==> src/rtl/fan_pwm_pkg.sv <==
// fan_pwm_pkg: shared duty constants, target clamp and duty-to-count conversion
package fan_pwm_pkg;
  localparam int DUTY_W = 7;
  localparam int DUTY_MAX = 100;
  function automatic logic [DUTY_W-1:0] duty_clamp(input logic [DUTY_W-1:0] d);
    return d > DUTY_W'(DUTY_MAX) ? DUTY_W'(DUTY_MAX) : d;
  endfunction
  function automatic logic [31:0] duty_to_cnt(input logic [DUTY_W-1:0] d, input int unsigned period);
    return (32'(d) * period) / 32'(DUTY_MAX);
  endfunction
endpackage

==> src/rtl/fan_pwm_chan.sv <==
// fan_pwm_chan: one phase-offset PWM channel with shadowed compare and soft ramp under FAN_PWM_RAMP_EN
module fan_pwm_chan
  import fan_pwm_pkg::*;
#(
  parameter int PERIOD = 2000,
  parameter int OFFSET = 0
`ifdef FAN_PWM_RAMP_EN
  , parameter int RAMP_STEP = 1
`endif
) (
  input  logic              sys_clk,
  input  logic              sys_rst,
  input  logic              upd,
  input  logic [DUTY_W-1:0] target,
  output logic              pwm,
  output logic [DUTY_W-1:0] duty_cur
);
  localparam int CW = $clog2(PERIOD);
  localparam int AW = CW + 1;
  localparam logic [CW-1:0] LAST = CW'(PERIOD - 1);
  localparam logic [CW-1:0] OFS = CW'(OFFSET);
  logic [CW-1:0] ph;
  logic [AW-1:0] active_cnt;
  logic [AW-1:0] duty_cnt;
  logic [DUTY_W-1:0] tgt;
  logic [DUTY_W-1:0] duty_nxt;
  assign tgt = duty_clamp(target);
  assign duty_cnt = AW'(duty_to_cnt(duty_cur, PERIOD));
`ifdef FAN_PWM_RAMP_EN
  localparam logic [DUTY_W-1:0] STEP = DUTY_W'(RAMP_STEP);
  always_comb
    duty_nxt = duty_cur < tgt ? (tgt - duty_cur > STEP ? duty_cur + STEP : tgt)
                              : (duty_cur - tgt > STEP ? duty_cur - STEP : tgt);
`else
  always_comb
    duty_nxt = tgt;
`endif
  always_ff @(posedge sys_clk)
    if (sys_rst) begin
      ph <= OFS;
      active_cnt <= '0;
      pwm <= 1'b0;
      duty_cur <= '0;
    end else begin
      ph <= ph == LAST ? '0 : ph + 1'b1;
      active_cnt <= ph == LAST ? duty_cnt : active_cnt;
      pwm <= {1'b0, ph} < active_cnt;
      duty_cur <= upd ? duty_nxt : duty_cur;
    end
endmodule

==> src/rtl/fan_pwm_gen.sv <==
// fan_pwm_gen: multi-channel phase-staggered fan PWM generator, soft ramp enabled by FAN_PWM_RAMP_EN
module fan_pwm_gen
  import fan_pwm_pkg::*;
#(
  parameter int CH_NUM = 2,
  parameter int CLK_HZ = 50_000_000,
  parameter int PWM_HZ = 25_000,
  parameter int RAMP_STEP = 1,
  parameter int RAMP_PERIODS = 25
) (
  input  logic                     sys_clk,
  input  logic                     sys_rst,
  input  logic [DUTY_W*CH_NUM-1:0] duty_data,
  output logic [CH_NUM-1:0]        pwm_out,
  output logic [DUTY_W*CH_NUM-1:0] duty_cur,
  output logic                     period_tick
);
  localparam int PERIOD = CLK_HZ / PWM_HZ;
  localparam int CW = $clog2(PERIOD);
  localparam logic [CW-1:0] LAST = CW'(PERIOD - 1);
  logic [CW-1:0] cnt;
  logic upd;
  if (CH_NUM < 1 || CH_NUM > 8 || PERIOD < 100 || PERIOD > 65536 || RAMP_STEP < 1 || RAMP_PERIODS < 1) begin : g_bad_param
    $error("fan_pwm_gen: parameter out of range");
  end
  always_ff @(posedge sys_clk)
    if (sys_rst) begin
      cnt <= '0;
      period_tick <= 1'b0;
    end else begin
      cnt <= cnt == LAST ? '0 : cnt + 1'b1;
      period_tick <= cnt == LAST;
    end
`ifdef FAN_PWM_RAMP_EN
  localparam int RW = RAMP_PERIODS > 1 ? $clog2(RAMP_PERIODS) : 1;
  localparam logic [RW-1:0] RLAST = RW'(RAMP_PERIODS - 1);
  logic [RW-1:0] rdiv;
  always_ff @(posedge sys_clk)
    if (sys_rst) rdiv <= '0;
    else if (period_tick) rdiv <= rdiv == RLAST ? '0 : rdiv + 1'b1;
  assign upd = period_tick && rdiv == RLAST;
`else
  assign upd = period_tick;
`endif
  for (genvar k = 0; k < CH_NUM; k++) begin : g_ch
    fan_pwm_chan #(
      .PERIOD(PERIOD),
      .OFFSET(k * (PERIOD / CH_NUM))
`ifdef FAN_PWM_RAMP_EN
      , .RAMP_STEP(RAMP_STEP)
`endif
    ) u_chan (
      .sys_clk (sys_clk),
      .sys_rst (sys_rst),
      .upd     (upd),
      .target  (duty_data[DUTY_W*k +: DUTY_W]),
      .pwm     (pwm_out[k]),
      .duty_cur(duty_cur[DUTY_W*k +: DUTY_W])
    );
  end
endmodule
==> config.mk <==
export PLATFORM = sky130hd
export DESIGN_NAME = fan_pwm_gen
export DESIGN_NICKNAME = d
export VERILOG_FILES = /design/src/rtl/fan_pwm_pkg.sv /design/src/rtl/fan_pwm_chan.sv /design/src/rtl/fan_pwm_gen.sv
export SDC_FILE = /design/constraint.sdc
export NUM_CORES = 1
export LEC_CHECK = 0
export BUFFER_PORTS_ARGS = -buffer_cell sky130_fd_sc_hd__buf_4
export CAP_MARGIN = 30
export CORE_ASPECT_RATIO = 0.9
export CORE_UTILIZATION = 60
export CTS_CLUSTER_SIZE = 28
export DETAILED_ROUTE_END_ITERATION = 12
export GPL_TIMING_DRIVEN = 1
export PLACE_DENSITY = 0.77
export REMOVE_ABC_BUFFERS = 1
export SYNTH_ARGS = -nofsm -noshare
export SYNTH_HDL_FRONTEND = slang
export SYNTH_SLANG_ARGS = --single-unit
==> constraint.sdc <==
create_clock -name sys_clk -period 15.6 [get_ports sys_clk]
set_input_delay 1.56 -clock sys_clk [delete_from_list [all_inputs] [get_ports sys_clk]]
set_output_delay 1.56 -clock sys_clk [all_outputs]
set_load 0.1 [all_outputs]
# After elaboration in Yosys (flattened, before gate mapping)
# Cells that the tools add are included.
# op_classes
n_reduce_logical	3
muxes	3
div_mod_pow	2
addsub	3
n_eq_ne	3
magnitude_cmp	4
mul	2
# ops
op	count
$div A18 B7 Y32 const B	2
$add A11 B1 Y11 const B	3
$eq A11 B11 Y1 const B	3
$mul A7 B7 Y14 const B	2
$lt A11 B12 Y1	2
$gt A7 B7 Y1 const B	2
$mux W7	2
$mux W10	1
$reduce_or A2 Y1	3
# word_totals
inputBits	16
word_cells	31
ff_bits	74
out_inout_bits	17

# Depth between registers and ports, before layout
# Gate-level depths: netlist of run 1.
# depth
depth_word	2
mapped_depth	46
ltp_nobuf	39

# Modules after synthesis
# Synthesis of run 1 repeated with hierarchy kept, for this count alone.
# hier_totals
hier_cells	1424
area_unflattened_um2	11451.0
# modules_own_cells
module	cells_each	area_each_um2	instances
fan_pwm_chan at g_ch[0].u_chan	687	5512.8	1
fan_pwm_chan at g_ch[1].u_chan	679	5432.7	1
fan_pwm_gen	58	505.5	1

# Worst setup path before layout of run 1
# No wires, ideal clock.
# synth_timing
path_type	flip-flop to flip-flop
startpoint	reg g_ch[0].u_chan.duty_cur[1]
endpoint	reg g_ch[0].u_chan.active_cnt[0]
period_less_slack_ns	10.848
setup_ns	0.091
path_slack_ns	4.752
stages_incl_launch_ff	40
t_arrival_ns	10.757
required_ns	15.509
path_cell_list	dfxtp_1 fa_1 fa_1 inv_1 fa_1 fa_1 inv_1 ha_1 or2_1 o21a_4 o2111a_1 or3_4 a211oi_2 o21ai_2 maj3_2 o21ai_4 mux2_4 a21o_1 (+4 left out) nand4_4 mux2i_2 o221ai_1 nor2_1 and3_1 o31ai_1 and2_2 o21ai_2 inv_1 ha_1 a221oi_1 o21ai_1 and3_1 buf_4 or4_1 nand4_1 o31ai_1 a311oi_1
# synth_via
elab_chain_len	2
# synth_rtl
element	line_no	text
start: declaration	fan_pwm_chan.sv:16	output logic [DUTY_W-1:0] duty_cur
start signal: assignment	fan_pwm_chan.sv:48	duty_cur <= upd ? duty_nxt : duty_cur;
$mul A7 B7 Y14	fan_pwm_pkg.sv:9	return (32'(d) * period) / 32'(DUTY_MAX);
$div A18 B7 Y32	fan_pwm_pkg.sv:9	
end signal: assignment	fan_pwm_chan.sv:46	active_cnt <= ph == LAST ? duty_cnt : active_cnt;
end: declaration	fan_pwm_chan.sv:23	logic [AW-1:0] active_cnt;
# Every way passes these cells.
# A chain may end at the register's enable or synchronous reset.

# Worst setup path in the final report of run 1
# Ends and elaborated chain as after synthesis.

==> impl_metrics.py, run 1 <==
metrics = {
    "routing": {
        "drc": 0,
        "antenna_left": 0,
        "dr_total_vias": 11300,
        "detail_route.wirelength_mm": 29.3,
        "wl_per_cell_um": 17.2,
        "drt_iter0_drc": 1208,
        "dr.pass1.iters": 6,
        "viasPerCell": 6.66,
    },
    "clocking": {
        "cts_buffers": 9,
        "holdBufCountCts": 0,
        "clkTransAtPathRegs_ns": 0.07,
        "post_cts_buffers": 0,
        "ctsLongestPathBuffers": 2,
        "cts_root_buf": "clkbuf_16",
        "clock_sinks": 74,
        "worstSkewPairLatency_ns": 0.35,
        "cts_tree": "done",
        "htreeDepth": 3,
        "cts-resized-gates": 0,
    },
    "floorplan": {
        "start_util_pct": 62.1,
        "core_region_area_mm2": 0.0186,
        "rows": 47,
        "die_h_um": 134,
        "dieArea_mm2": 0.0199,
        "pin_count": 33,
        "die_w_um": 148,
    },
    "sta": {
        "worst_slew_pin_slew_ns": 1.02,
        "rsz0062_at_grt": "no",
        "tns_ns": 0,
        "min_period_over_period_pct": 78.7,
        "max_freq_ghz": 0.0815,
        "clock_skew_ns": 0.0117,
        "drv_slew": 0,
        "slew_headroom_pct": 31.2,
        "holdWs_ns": 0.454,
        "postLayoutSetupSlackWorst_ns": 3.33,
        "hold_viol_final": 0,
        "setup_viol": 0,
        "min_period_ns": 12.27,
    },
    "cells_and_area": {
        "drive_gt1_share_pct": 11.6,
        "fin_nets": 1599,
        "syn2layout_area_growth_pct": 4.91,
        "final_cell_mix": "nor2_1, ha_1, inv_1",
        "fill_cells": 1607,
        "layoutNonFillerInstCount": 1698,
        "final_common_cell": "nor2_1",
        "n_antenna_cell": 0,
    },
    "critical_path": {
        "crit_family": "compound AO/OA/AOI/OAI gates",
        "startpoint_type": "register",
        "slowest_delay_ns": 0.75,
        "cp_slowest_cell": "xnor2_1",
        "rr_endpoint": "g_ch[0].u_chan.active_cnt[0]",
        "cp_max_fo": 16,
        "crit_type": "register to register",
        "ff2ff_setup_slack_ns": 3.33,
        "worstPathRequired_ns": 15.80,
        "path_common_cell": "fa_1",
        "r2r_cells": 37,
        "cp_num_buf_inv": 3,
        "reg2reg_from": "g_ch[0].u_chan.duty_cur[1]",
        "cp.arrival_ns": 12.47,
        "crit_start": "g_ch[0].u_chan.duty_cur[1]",
        "end_kind": "register",
    },
    "place": {
        "globalplace.congestion": 0.938,
        "dp.cells": 1682,
        "hpwl_mm": 22.3,
        "port_buffers": 32,
        "post-place-ws_ns": 3.55,
    },
    "yosys": {
        "async_flop_share_pct": 0,
        "netlist_instances": 1461,
        "synth.avg_cell_area_um2": 7.92,
        "yosysSeqAreaShare_pct": 12.8,
        "synthFlopType": "dfxtp_1",
        "syn-cell-area_mm2": 0.0116,
        "ys_types": 126,
        "yosys_warnings": 0,
        "ys_ff_latch": 74,
        "synth_edf_count": 0,
    },
    "worst_hold_path": {
        "hold_end": "cnt[0]",
        "min_from": "cnt[0]",
        "hold_path_class": "register to register",
        "min_path_cells": 1,
    },
    "power": {
        "power_uw": 429,
        "ir_worst_vdd_mv": 0.0533,
        "pwr_density_cell_mw_per_mm2": 35.3,
        "p_leak_nw": 4.99,
    },
    "global_routing": {
        "grt_use_total_pct": 29.9,
        "gr-total-overflow": 0,
        "grt_max_degree": 57,
        "grt_pass1_wl_mm": 49.4,
        "grt_pass1_vias": 10200,
        "antenna_found_initial": 0,
    },
    "flow_run": {
        "drv_cap": 0,
    },
    "outcome": {
        "outcome": "finished clean",
    },
}
## where the power goes
group | switching (mW) | leakage, nW | internal [mW]
sequential | 0.00239 | 0.598 | 0.191
combinational | 0.0115 | 4.25 | 0.00791
clock | 0.0875 | 0.143 | 0.129
## layout make-up
| class | instances | area (um2) | share of cell area [%] |
|---|---|---|---|
| Tap cell | 245 | 307 | 2.52 |
| Timing Repair Buffer | 34 | 255 | 2.10 |
| Sequential cell | 74 | 1480 | 12.2 |
| Clock buffer | 12 | 246 | 2.03 |
| Inverter | 97 | 364 | 3.00 |
| Multi-Input combinational cell | 1232 | 9440 | 77.7 |
| Clock inverter | 4 | 51.3 | 0.422 |
## worst reg2reg max path: cells and delay by family (launching register included)
kind            cells  cell delay (ns)
xor+xnor            2             1.41
compound gates     21             5.40
flops               1             0.72
simple gates        4             1.34
buf+inv             3             0.23
fa+ha+maj           7             2.99
## how the worst max path moves through the flow
stage                                   end  slack, ns  depth (start not counted)
4_1_cts        g_ch[1].u_chan.active_cnt[0]       3.49                         38
2_1_floorplan  g_ch[1].u_chan.active_cnt[0]       4.26                         38
6_report       g_ch[0].u_chan.active_cnt[0]       3.33                         37
3_5_place_dp   g_ch[1].u_chan.active_cnt[0]       3.55                         38
3_3_place_gp   g_ch[1].u_chan.active_cnt[0]       3.58                         38
5_1_grt        g_ch[1].u_chan.active_cnt[0]       2.40                         38
## synth_stat cells, types with 11 or more instances
cell | n | area share [%]
o21a_1 | 20 | 1.3
a31oi_1 | 15 | 0.81
or3_1 | 14 | 0.76
nand2_1 | 77 | 2.5
inv_1 | 97 | 3.1
ha_1 | 99 | 11
or2_2 | 11 | 0.59
nor3_1 | 33 | 1.4
nor2b_1 | 16 | 0.86
nor2_1 | 137 | 4.4
a311oi_1 | 11 | 0.83
and2_1 | 13 | 0.70
o21ai_0 | 63 | 2.7
a21o_1 | 19 | 1.2
xor2_1 | 25 | 1.9
a21oi_1 | 85 | 3.7
nand4_1 | 16 | 0.86
nand2b_1 | 21 | 1.1
and3_1 | 32 | 1.7
o21ai_1 | 11 | 0.48
o211ai_1 | 24 | 1.6
dfxtp_1 | 74 | 13
nand3_1 | 50 | 2.2
mux2i_1 | 14 | 1.2
buf_2 | 13 | 0.56
o31ai_1 | 11 | 0.71
o22ai_1 | 13 | 0.70
fa_1 | 36 | 6.2
clkbuf_1 | 35 | 1.1
a211oi_1 | 35 | 2.3
xnor2_1 | 33 | 2.5
## per-layer routing
| layer | share of wire, % | vias to the layer above | GRT usage [%] | routed length [um] |
|---|---|---|---|---|
| met5 | 0 | - | 0 | 0 |
| met4 | 1.2 | 0 | 6.64 | 364 |
| met3 | 7.7 | 35 | 4.38 | 2250 |
| met2 | 43 | 452 | 45.4 | 12500 |
| met1 | 48 | 5319 | 44.1 | 14200 |
| li1 | - | 5500 | - | - |
## state kept, by name (all words and copies together), names as in the netlist
name / cells
period_tick: 1
g_ch.u_chan.duty_cur: 14
cnt: 11
g_ch.u_chan.active_cnt: 24
g_ch.u_chan.ph: 22
g_ch.u_chan.pwm: 2
## metrics by stage
step	cell area [um2]	util (%)
after global placement	11800	63.5
after detailed placement	11800	63.5
after floorplan	11300	-
after global routing	12100	65.1
final	12100	65.1
after CTS	12100	65.1
## kinds of logic after synthesis
group / synth area share [%]
simple gates: 22.1
compound gates: 34.7
mux: 2.27
buf+inv: 5.69
flops: 12.8
xor+xnor: 5.29
fa+ha+maj: 17.1
No activity file was read; power rests on OpenSTA's default activity.
==> run 2, diff against run 1 <==
Clock period 15.6 ns to 11.5 ns, I/O delays scaled along.
==> run 2 against run 1 <==
Net effect:
- critical path depth increased by 1
- via count rose by 1.5%
- non-clock buffer count up 28
- power up 39%
- maximum frequency increased by 12%
- sequential cell count unchanged
- core utilization rose by 3.0 points
- clock power rose by 42%
- clock-buffer cell count shrank 1
- critical path type unchanged
- critical endpoint unchanged
- largest cell class unchanged
==> impl_metrics.py, run 2 (synthesized netlist as in run 1, its figures left out) <==
metrics = {
    "power": {
        "p_leak_nw": 5.21,
        "pwr_density_cell_mw_per_mm2": 46.9,
        "ir_worst_vdd_mv": 0.0804,
        "pwr-share-clk_pct": 51.5,
        "switchingPower_uw": 135,
        "p_comb_share_pct": 4.4,
        "internal-power_uw": 460,
        "p_seq_share_pct": 44.1,
        "swShare_pct": 22.7,
    },
    "place": {
        "hpwl_mm": 22.6,
        "placed_area_mm2": 0.0120,
        "port_buffers": 32,
        "post-place-ws_ns": 0.341,
        "globalplace.congestion": 0.959,
    },
    "sta": {
        "min_period_over_period_pct": 95.1,
        "worst_slew_pin_slew_ns": 0.981,
        "max_freq_ghz": 0.0915,
        "min_period_ns": 10.93,
        "hold_viol_final": 0,
        "slew_headroom_pct": 34.5,
        "clock_skew_ns": 0.0138,
        "drv_slew": 0,
        "setup_viol": 0,
        "postLayoutSetupSlackWorst_ns": 0.568,
    },
    "critical_path": {
        "path_common_cell": "fa_1",
        "cp_max_fo": 10,
        "end_kind": "register",
        "r2r_cells": 38,
        "worstPathRequired_ns": 11.68,
        "ff2ff_setup_slack_ns": 0.57,
        "rr_endpoint": "g_ch[0].u_chan.active_cnt[0]",
        "crit_type": "register to register",
        "cp_slowest_cell": "fa_1",
        "startpoint_type": "register",
        "cp.arrival_ns": 11.11,
        "slowest_delay_ns": 0.52,
        "reg2reg_from": "g_ch[0].u_chan.duty_cur[2]",
    },
    "cells_and_area": {
        "final_common_cell": "nor2_1",
        "largest_reg_flops": 24,
        "fin_nets": 1627,
        "fill_cells": 1560,
        "top_register": "g_ch.u_chan.active_cnt",
        "final_core_util_pct": 68.1,
        "ff_latch_area_mm2": 0.00149,
        "syn2layout_area_growth_pct": 9.67,
        "multi_input_area_mm2": 0.00976,
        "drive_gt1_share_pct": 16.0,
        "top_regs": "g_ch.u_chan.active_cnt (24), g_ch.u_chan.ph (22), g_ch.u_chan.duty_cur (14)",
        "n_antenna_cell": 0,
        "stdcell_area_mm2": 0.0127,
        "final_cell_mix": "nor2_1, ha_1, inv_1",
    },
    "routing": {
        "drc": 0,
        "drt_iter0_drc": 1067,
        "dr_total_vias": 11500,
        "dr.pass1.iters": 6,
        "viasPerCell": 6.65,
        "detail_route.wirelength_mm": 30.0,
        "antenna_left": 0,
        "wl_per_cell_um": 17.4,
    },
    "floorplan": {
        "start_util_pct": 62.1,
        "rows": 47,
        "die_w_um": 148,
        "pin_count": 33,
        "die_h_um": 134,
        "dieArea_mm2": 0.0199,
        "core_region_area_mm2": 0.0186,
    },
    "global_routing": {
        "grt_use_total_pct": 29.9,
        "grt_max_degree": 57,
        "antenna_found_initial": 0,
        "grt_pass1_vias": 10200,
        "grt_pass1_wl_mm": 49.7,
        "gr-total-overflow": 0,
    },
    "worst_hold_path": {
        "hold_path_class": "register to register",
        "min_path_cells": 1,
        "min_from": "cnt[0]",
        "hold_end": "cnt[0]",
    },
    "outcome": {
        "outcome": "finished clean",
    },
    "flow_run": {
        "drv_cap": 0,
    },
    "clocking": {
        "cts_root_buf": "clkbuf_16",
        "worstSkewPairLatency_ns": 0.35,
        "cts_buffers": 9,
        "htreeDepth": 3,
        "clkTransAtPathRegs_ns": 0.06,
        "holdBufCountCts": 0,
        "cts_tree": "done",
        "ctsLongestPathBuffers": 2,
        "clock_sinks": 74,
    },
}
## run 2: area by class of cell
| cell class | instances | share of cell area [%] |
|---|---|---|
| multi-input cells | 1232 | 76.9 |
| clock inverters | 5 | 0.621 |
| inverters | 97 | 2.87 |
| clock buffers | 11 | 1.83 |
| repair buffers | 62 | 3.67 |
| well taps | 245 | 2.41 |
| flip-flops and latches | 74 | 11.7 |
## run 2: power by group through the flow
stage / registers [mW] / clock network (mW) / logic (mW)
final: 0.263 / 0.307 / 0.0263
after global routing: 0.263 / 0.320 / 0.0297
after floorplan: 0.270 / 0 / 0.0116
after global placement: 0.268 / 0 / 0.0257
after CTS: 0.263 / 0.311 / 0.0265
after detailed placement: 0.268 / 0 / 0.0262
## run 2: layer usage
metal,track usage [%],wire (um),share of wire [%],vias up
li1,-,-,-,5570
met3,4.73,2270,7.6,43
met1,45.7,14700,49,5400
met2,43.6,12700,42,467
met4,6.01,334,1.1,0
met5,0,0,0,-
## run 2: worst max-delay path by stage
stage	startpoint	end	slack, ns	cells past startpoint
4_1_cts	g_ch[0].u_chan.duty_cur[4]	g_ch[0].u_chan.active_cnt[0]	0.27	38
5_1_grt	g_ch[0].u_chan.duty_cur[2]	g_ch[0].u_chan.active_cnt[0]	-0.13	38
6_report	g_ch[0].u_chan.duty_cur[2]	g_ch[0].u_chan.active_cnt[0]	0.57	38
2_1_floorplan	g_ch[1].u_chan.duty_cur[4]	g_ch[1].u_chan.active_cnt[0]	0.16	38
3_5_place_dp	g_ch[0].u_chan.duty_cur[4]	g_ch[0].u_chan.active_cnt[0]	0.34	38
3_3_place_gp	g_ch[0].u_chan.duty_cur[4]	g_ch[0].u_chan.active_cnt[0]	0.46	36
## run 2: worst max-delay path: cells and delay by family, from the launching register on
family	cells	cell delay (ns)
AOI/OAI and AO/OA	22	5.57
adders and majority gates	6	2.47
and+or+nand+nor	6	1.87
DFF	1	0.43
buffers and inverters	3	0.22
xor gates and xnor gates	1	0.21
## run 2: per-stage QoR
stage	instances	hold WS (ns)	power, mW	setup TNS [ns]
5_1_grt	1726	0.475	0.612	-0.128
2_1_floorplan	1403	0.413	0.282	0
3_3_place_gp	1703	0.427	0.294	0
4_1_cts	1719	0.448	0.600	0
6_report	1726	0.451	0.596	0
3_5_place_dp	1703	0.442	0.294	0
## run 2: what timing repair did
item | in CTS | in global routing
buffers inserted | 0 | 7
gates resized for setup | 0 | 65
setup endpoints to repair | 0 | 5
